### config.mk
export PLATFORM = sky130hd
export DESIGN_NAME = mem_arbiter
export DESIGN_NICKNAME = d
export VERILOG_FILES = /design/src/rtl/mem_arbiter.sv
export SDC_FILE = /design/constraint.sdc
export NUM_CORES = 1
export LEC_CHECK = 0
export ABC_AREA = 1
export CORE_ASPECT_RATIO = 0.8
export CORE_MARGIN = 8
export CORE_UTILIZATION = 43
export DETAILED_ROUTE_END_ITERATION = 6
export PLACE_DENSITY = 0.81
export SYNTH_ARGS = -nofsm -noshare
export SYNTH_HDL_FRONTEND = slang
export SYNTH_SLANG_ARGS = --single-unit
### constraint.sdc
create_clock -name clk -period 3.2 [get_ports clk]
set_input_delay 0.48 -clock clk [delete_from_list [all_inputs] [get_ports clk]]
set_output_delay 0.48 -clock clk [all_outputs]
set_load 0.1 [all_outputs]
### src/rtl/mem_arbiter.sv
// Two-port (instruction fetch / data) arbiter in front of a single-request memory controller.
// Define MEM_ARB_RR_EN for round-robin on simultaneous requests; otherwise data has fixed priority.
`timescale 1ns/1ps
module mem_arbiter #(
  parameter int ADDR_W = 17,
  parameter int DATA_W = 16
) (
  input  logic              clk,
  input  logic              rst_n,
  input  logic              ena,
  input  logic              if_req,
  input  logic [ADDR_W-1:0] if_addr,
  output logic [DATA_W-1:0] if_rdata,
  output logic              if_done,
  input  logic              d_req,
  input  logic [ADDR_W-1:0] d_addr,
  input  logic [DATA_W-1:0] d_wdata,
  input  logic              d_we,
  output logic [DATA_W-1:0] d_rdata,
  output logic              d_done,
  output logic [ADDR_W-1:0] mem_address,
  output logic [DATA_W-1:0] mem_write_value,
  output logic              mem_write_enable,
  output logic              mem_request,
  input  logic [DATA_W-1:0] mem_read_value,
  input  logic              mem_request_complete,
  output logic              busy
);

  typedef enum logic [1:0] {IDLE = 2'd0, BUSY = 2'd1, RELEASE = 2'd2} state_t;

  state_t            state, state_nxt;
  logic              owner_d, owner_d_nxt;
  logic [ADDR_W-1:0] mem_address_nxt;
  logic [DATA_W-1:0] mem_write_value_nxt;
  logic              mem_write_enable_nxt;
  logic              mem_request_nxt;
  logic [DATA_W-1:0] if_rdata_nxt, d_rdata_nxt;
  logic              if_done_nxt, d_done_nxt, busy_nxt;
  logic              req_ok_if, req_ok_d, pick_d;

  // A port whose done is still high is not eligible in that cycle.
  assign req_ok_if = if_req && !if_done;
  assign req_ok_d  = d_req && !d_done;

`ifdef MEM_ARB_RR_EN
  logic last_owner_d, last_owner_d_nxt;  // 0 = fetch was granted last
  assign pick_d = req_ok_d && (!req_ok_if || !last_owner_d);
`else
  assign pick_d = req_ok_d;
`endif

  always_ff @(posedge clk) begin
    if (ena) begin
      if (!rst_n) begin
        state            <= IDLE;
        owner_d          <= 1'b0;
        mem_address      <= '0;
        mem_write_value  <= '0;
        mem_write_enable <= 1'b0;
        mem_request      <= 1'b0;
        if_rdata         <= '0;
        d_rdata          <= '0;
        if_done          <= 1'b0;
        d_done           <= 1'b0;
        busy             <= 1'b0;
`ifdef MEM_ARB_RR_EN
        last_owner_d     <= 1'b0;
`endif
      end else begin
        state            <= state_nxt;
        owner_d          <= owner_d_nxt;
        mem_address      <= mem_address_nxt;
        mem_write_value  <= mem_write_value_nxt;
        mem_write_enable <= mem_write_enable_nxt;
        mem_request      <= mem_request_nxt;
        if_rdata         <= if_rdata_nxt;
        d_rdata          <= d_rdata_nxt;
        if_done          <= if_done_nxt;
        d_done           <= d_done_nxt;
        busy             <= busy_nxt;
`ifdef MEM_ARB_RR_EN
        last_owner_d     <= last_owner_d_nxt;
`endif
      end
    end
  end

  always_comb begin
    state_nxt            = state;
    owner_d_nxt          = owner_d;
    mem_address_nxt      = mem_address;
    mem_write_value_nxt  = mem_write_value;
    mem_write_enable_nxt = mem_write_enable;
    mem_request_nxt      = mem_request;
    if_rdata_nxt         = if_rdata;
    d_rdata_nxt          = d_rdata;
    if_done_nxt          = 1'b0;
    d_done_nxt           = 1'b0;
`ifdef MEM_ARB_RR_EN
    last_owner_d_nxt     = last_owner_d;
`endif
    case (state)
      IDLE: begin
        if (req_ok_if || req_ok_d) begin
          owner_d_nxt     = pick_d;
          mem_request_nxt = 1'b1;
          state_nxt       = BUSY;
`ifdef MEM_ARB_RR_EN
          last_owner_d_nxt = pick_d;
`endif
          if (pick_d) begin
            mem_address_nxt      = d_addr;
            mem_write_value_nxt  = d_wdata;
            mem_write_enable_nxt = d_we;
          end else begin
            mem_address_nxt      = if_addr;
            mem_write_enable_nxt = 1'b0;
          end
        end
      end
      BUSY: begin
        if (mem_request_complete) begin
          mem_request_nxt = 1'b0;
          state_nxt       = RELEASE;
          if (owner_d) begin
            d_done_nxt = 1'b1;
            if (!mem_write_enable) d_rdata_nxt = mem_read_value;
          end else begin
            if_done_nxt  = 1'b1;
            if_rdata_nxt = mem_read_value;
          end
        end
      end
      // Keep mem_request low until the controller has dropped its completion.
      RELEASE: begin
        if (!mem_request_complete) state_nxt = IDLE;
      end
      default: state_nxt = IDLE;
    endcase
    busy_nxt = (state_nxt != IDLE);
  end

endmodule

Word level (Yosys, flattened, before mapping)
Index checks and enable logic that the tools add are counted.

storage, ports and cells
  bits in latches = 0
  memories kept = 0
  output and inout port bits = 70
  word-level logic and storage cells = 64
  register bits = 73
  memory bits (read-only) = 0
  memory bits (writable) = 0

operators by class
  div/mod/pow operators = 0
  add/subtract/negate cells = 0
  shifts and indexed selects = 0
  $lt $le $gt $ge = 0
  $mul = 0
  reductions and logical operators = 13
  mux-type cells = 27
  bitwise logic cells = 0
  eq/ne operators = 13

operators with widths
  operator                                       number
  two-way mux 16 bit                             10
  two-way mux 17 bit                             3
  != test 2 x 1 -> 1 bit, second input constant  6
  AND reduction 4 bit                            3
  two-way mux 1 bit                              9
  two-way mux 2 bit                              3
  != test 3 bit, second input constant           2
  case mux 2 bit (3 select lines)                1
  AND reduction 3 bit                            2
  AND reduction 5 bit                            1
  != test 2 bit, second input constant           2
  != test 3 x 1 -> 1 bit, second input constant  1
  == test 2 x 1 -> 1 bit, second input constant  1
  == test 2 bit, second input constant           1
  logical AND 1 bit                              2
  logical NOT 1 bit                              2
  logical NOT 2 bit                              1
  case mux 1 bit (2 select lines)                1
  nonzero test 2 bit                             1
  logical OR 1 bit                               1

Longest topological paths before layout
  depth after elaboration = 6
  mapped depth = 6
  mapped depth without buffers = 5

Worst setup path before layout
Ideal clock, no wire load.

  path type = register to register
  start point = reg d_done
  end point = reg mem_write_value[0], enable pin
  data arrival time = 2.124 ns
  setup slack = 0.682 ns
  stages on the path, launching flop included = 5
  period minus slack after synthesis = 2.518 ns
  data required time = 2.806 ns
  cells stage by stage = edfxtp_1 > inv_1 > nand2_4 > buf_2 > a21oi_1

between the ends
  word-level cells in the longest chain between the ends = 5
  elaborated cells between the ends (all ways) = 6
  those cells by class = eq/ne: 2; reduce/logical: 4

ends and longest elaborated chain
  item                               RTL line  text
  start, declared                    20        output logic d_done,
  start signal, assigned             80        d_done <= d_done_nxt;
  logical NOT 1 bit (*)              44        assign req_ok_d = d_req && !d_done;
  logical AND 1 bit (*)              44
  logical OR 1 bit                   105       if (req_ok_if || req_ok_d) begin
  != test 2 x 1 -> 1 bit (no line)   -
  AND reduction 4 bit (no line) (*)  -
  end signal, assigned               74        mem_write_value <= mem_write_value_nxt;
  end, declared                      22        output logic [DATA_W-1:0] mem_write_value,

Mark *: on every way between the ends. The rest lies on a longest branch, timed or not.
A chain may end at the register's enable or synchronous reset.

Final worst setup path
  start point = reg mem_address[10]
  end point = out mem_address[10]

RTL lines
  item                    RTL line  text
  start, declared         21        output logic [ADDR_W-1:0] mem_address,
  start signal, assigned  73        mem_address <= mem_address_nxt;

No word-level cell between the ends.

==> run summary <==
Status: finished, final reports clean
Clock Skews: 0.00888 ns
Type of origin of the critical path: flip-flop
H-tree levels: 3
Share of cells above drive strength 1: 12.4%
Via count normalized by instance count: 4.43
Setup ws final: 0.865 ns
Number of iterations in the first detailed-routing pass: 4
Max cap viols: 0
Period utilization: 73.0%
Pre-CTS WS: 1.08 ns
Hold buffers post-CTS: 0
Input/output buffers: 142
Die width: 108 um
Min Clock Period, post-route: 2.34 ns
Worst-Margin Slew: 1.01 ns
Path category of the worst min-delay check: flip-flop to flip-flop
Global router's overall resource usage: 15.4%
TNS Setup: 0 ns
Number of antenna violations at the first check in global routing: 0
Worst IR Drop VDD: 0.000353 V
CTS Sinks: 73
Worst Path Arrival: 1.86 ns
Total inserted antenna cells: 0
GRT met3 Usage: 7.92%
Detailed-placement wirelength estimate: 5760 um
Hold Vio Cnt, Final: 0
Gate family responsible for the most delay along the worst path: buffers and inverters
Relative contribution of combinational cells to total power: 23.8%
Post-CTS Setup Bufs: 0
Weighted congestion at the end of routability-driven global placement: 0.770
Sw power: 0.793 mW
Number of distinct standard cells referenced by the synthesized netlist: 16
Drt initial violations: 113
Antenna viol nets, final: 0
Y dimension of the die: 89.7 um
Met1 usage in global routing: 16.1%
Wire length of the first global-routing pass: 11200 um
Sum of buffers and inverters on the critical path: 1
Number of pins exceeding their max-slew limit in the final report: 0
Flip-flop and latch count after synthesis: 73
Total detailed-routing wirelength: 7390 um
Top library cells by usage in the layout, fill and taps aside: sky130_fd_sc_hd__clkdlybuf4s50_1 (118), sky130_fd_sc_hd__nand2_1 (79), sky130_fd_sc_hd__edfxtp_1 (73), sky130_fd_sc_hd__inv_1 (41), sky130_fd_sc_hd__buf_4 (28)
Critical Path, Cell by Cell: clkdlybuf4s50_1
Syn Inst Count: 241
Filler cell count: 516
Power share of the clock group: 31.3%
Vias: 2133
Most used routing layer: met2
Average wire length per cell after detail routing: 15.3 um
Sequential cell fraction of total power: 44.9%
Synthesis-to-finish area growth: 57.1%
Critical path start-end classification: flip-flop to output port
Maximum fanout along the worst path: 1
Core region area: 6720 um2
Crit path max-delay cell type: sky130_fd_sc_hd__clkdlybuf4s50_1
Master cell of the clock root buffer: sky130_fd_sc_hd__clkbuf_8
RSZ-0062 raised after global routing: no
Yosys Warn Count: 0
Share of synthesized area occupied by flip-flops and latches: 75.1%
Starting density of the core: 43.4%
Final-report setup violation count: 0
Post-synthesis instance area: 2920 um2
Switching share of power: 31.5%
Post-detailed-route DRC marker count: 0
PD cells: 549 nW/um2
Syn_nets: 314
Vias in the first global route: 2193
Required @ worst endpoint: 2.72 ns
Total overflow reported by the global router: 0
Boundary pin count: 143
Worst relative slew slack: 32.7%
Leak pwr: 2.01 nW
Longest Clk Path Bufs: 2
Skew-Pair Late Insertion Delay: 0.34 ns
Kind of end point of the critical path: output port
Inserted Clock Buffers: 9
Leading cell type in the layout, fill and taps excluded: sky130_fd_sc_hd__clkdlybuf4s50_1
Slowest stage delay, CP: 1.15 ns
TritonCTS clock tree: built
Syn_area_per_cell: 12.1 um2
Highest clock rate: 428 MHz
Fraction of met2 tracks used by global routing: 26.5%
Design internal power: 1.72 mW
Area of the die: 9690 um2
Number of gates resized after CTS: 0
Num rows: 27
Fin nets: 463
Post-CTS clock slew at the launch and capture registers of the worst setup and hold paths: 0.08 ns
Pin count of the biggest net entering global routing: 39
[cell families (layout without fill, tap and decap cells)]
family | Yosys count | after routing | synth area share (%)
compound gates | 6 | 6 | 1.11
buf+inv | 51 | 205 | 7.63
flops | 73 | 73 | 75.1
simple gates | 111 | 111 | 16.1
[cell usage after synthesis]
master                     instances  share of area [%]
sky130_fd_sc_hd__buf_6             2               0.77
sky130_fd_sc_hd__nand3_1          19                3.3
sky130_fd_sc_hd__inv_2             1               0.13
sky130_fd_sc_hd__buf_4             3               0.77
sky130_fd_sc_hd__nor2_8            1               0.69
sky130_fd_sc_hd__inv_1            41                5.3
sky130_fd_sc_hd__nor2_1            8                1.0
sky130_fd_sc_hd__nand2_4           1               0.39
sky130_fd_sc_hd__nor3b_1           1               0.26
sky130_fd_sc_hd__a21oi_1           4               0.69
sky130_fd_sc_hd__nand2_1          79                 10
sky130_fd_sc_hd__nor3_1            2               0.34
sky130_fd_sc_hd__o21ai_1           1               0.17
sky130_fd_sc_hd__a21boi_1          1               0.26
sky130_fd_sc_hd__buf_2             4               0.69
sky130_fd_sc_hd__edfxtp_1         73                 75
[cell type report]
cell class                 count  area (um2)  share of cell area (%)
clock buffer                  10         128                    2.78
sequential                    73        2190                    47.8
timing repair buffer         147        1400                    30.5
inverter                      42         158                    3.44
tap                           87         109                    2.38
multi-input combinational    117         510                    11.1
clock inverter                 6        90.1                    1.97
[power groups by stage]
stage          Sequential (mW)  Combinational, mW  Clock (mW)
2_1_floorplan             1.48             0.0811           0
4_1_cts                   1.13              0.604       0.805
6_report                  1.13              0.599       0.787
3_5_place_dp              1.15              0.603           0
3_3_place_gp              1.15              0.596           0
5_1_grt                   1.13              0.626       0.834
[path summary, 6_finish.rpt]
check	slack, ns	end	cells past startpoint	from
worst max register to register	1.60	mem_address[0]$_SDFFCE_PN0P_	6	d_done$_SDFFCE_PN0P_
worst min register to register	0.64	if_done$_SDFFCE_PN0P_	1	owner_d$_SDFFCE_PN0P_
worst min-delay path	0.64	if_done$_SDFFCE_PN0P_	1	owner_d$_SDFFCE_PN0P_
worst max-delay path	0.86	mem_address[10]	1	mem_address[10]$_SDFFCE_PN0P_
[state kept, by name, summed over array words and instances (netlist names)]
signal / count
mem_address: 17
d_rdata: 16
if_rdata: 16
mem_write_value: 16
state: 2
busy: 1
d_done: 1
if_done: 1
mem_request: 1
mem_write_enable: 1
owner_d: 1
[through the flow]
step	total power [mW]	util (%)	hold WS, ns	std cells	area (um2)
2_1_floorplan	1.56	-	0.562	241	2920
4_1_cts	2.54	68.2	0.636	482	4580
3_3_place_gp	1.75	64.9	0.628	466	4370
5_1_grt	2.59	68.2	0.663	482	4580
6_report	2.52	68.2	0.642	482	4580
3_5_place_dp	1.75	64.9	0.639	466	4370
[metal layers]
metal / up-vias / wire length [um]
met4: 0 / 112
met1: 961 / 2770
met2: 83 / 3680
met3: 11 / 824
met5: - / 0
li1: 1078 / -
Power figures use the tool's default switching activity.
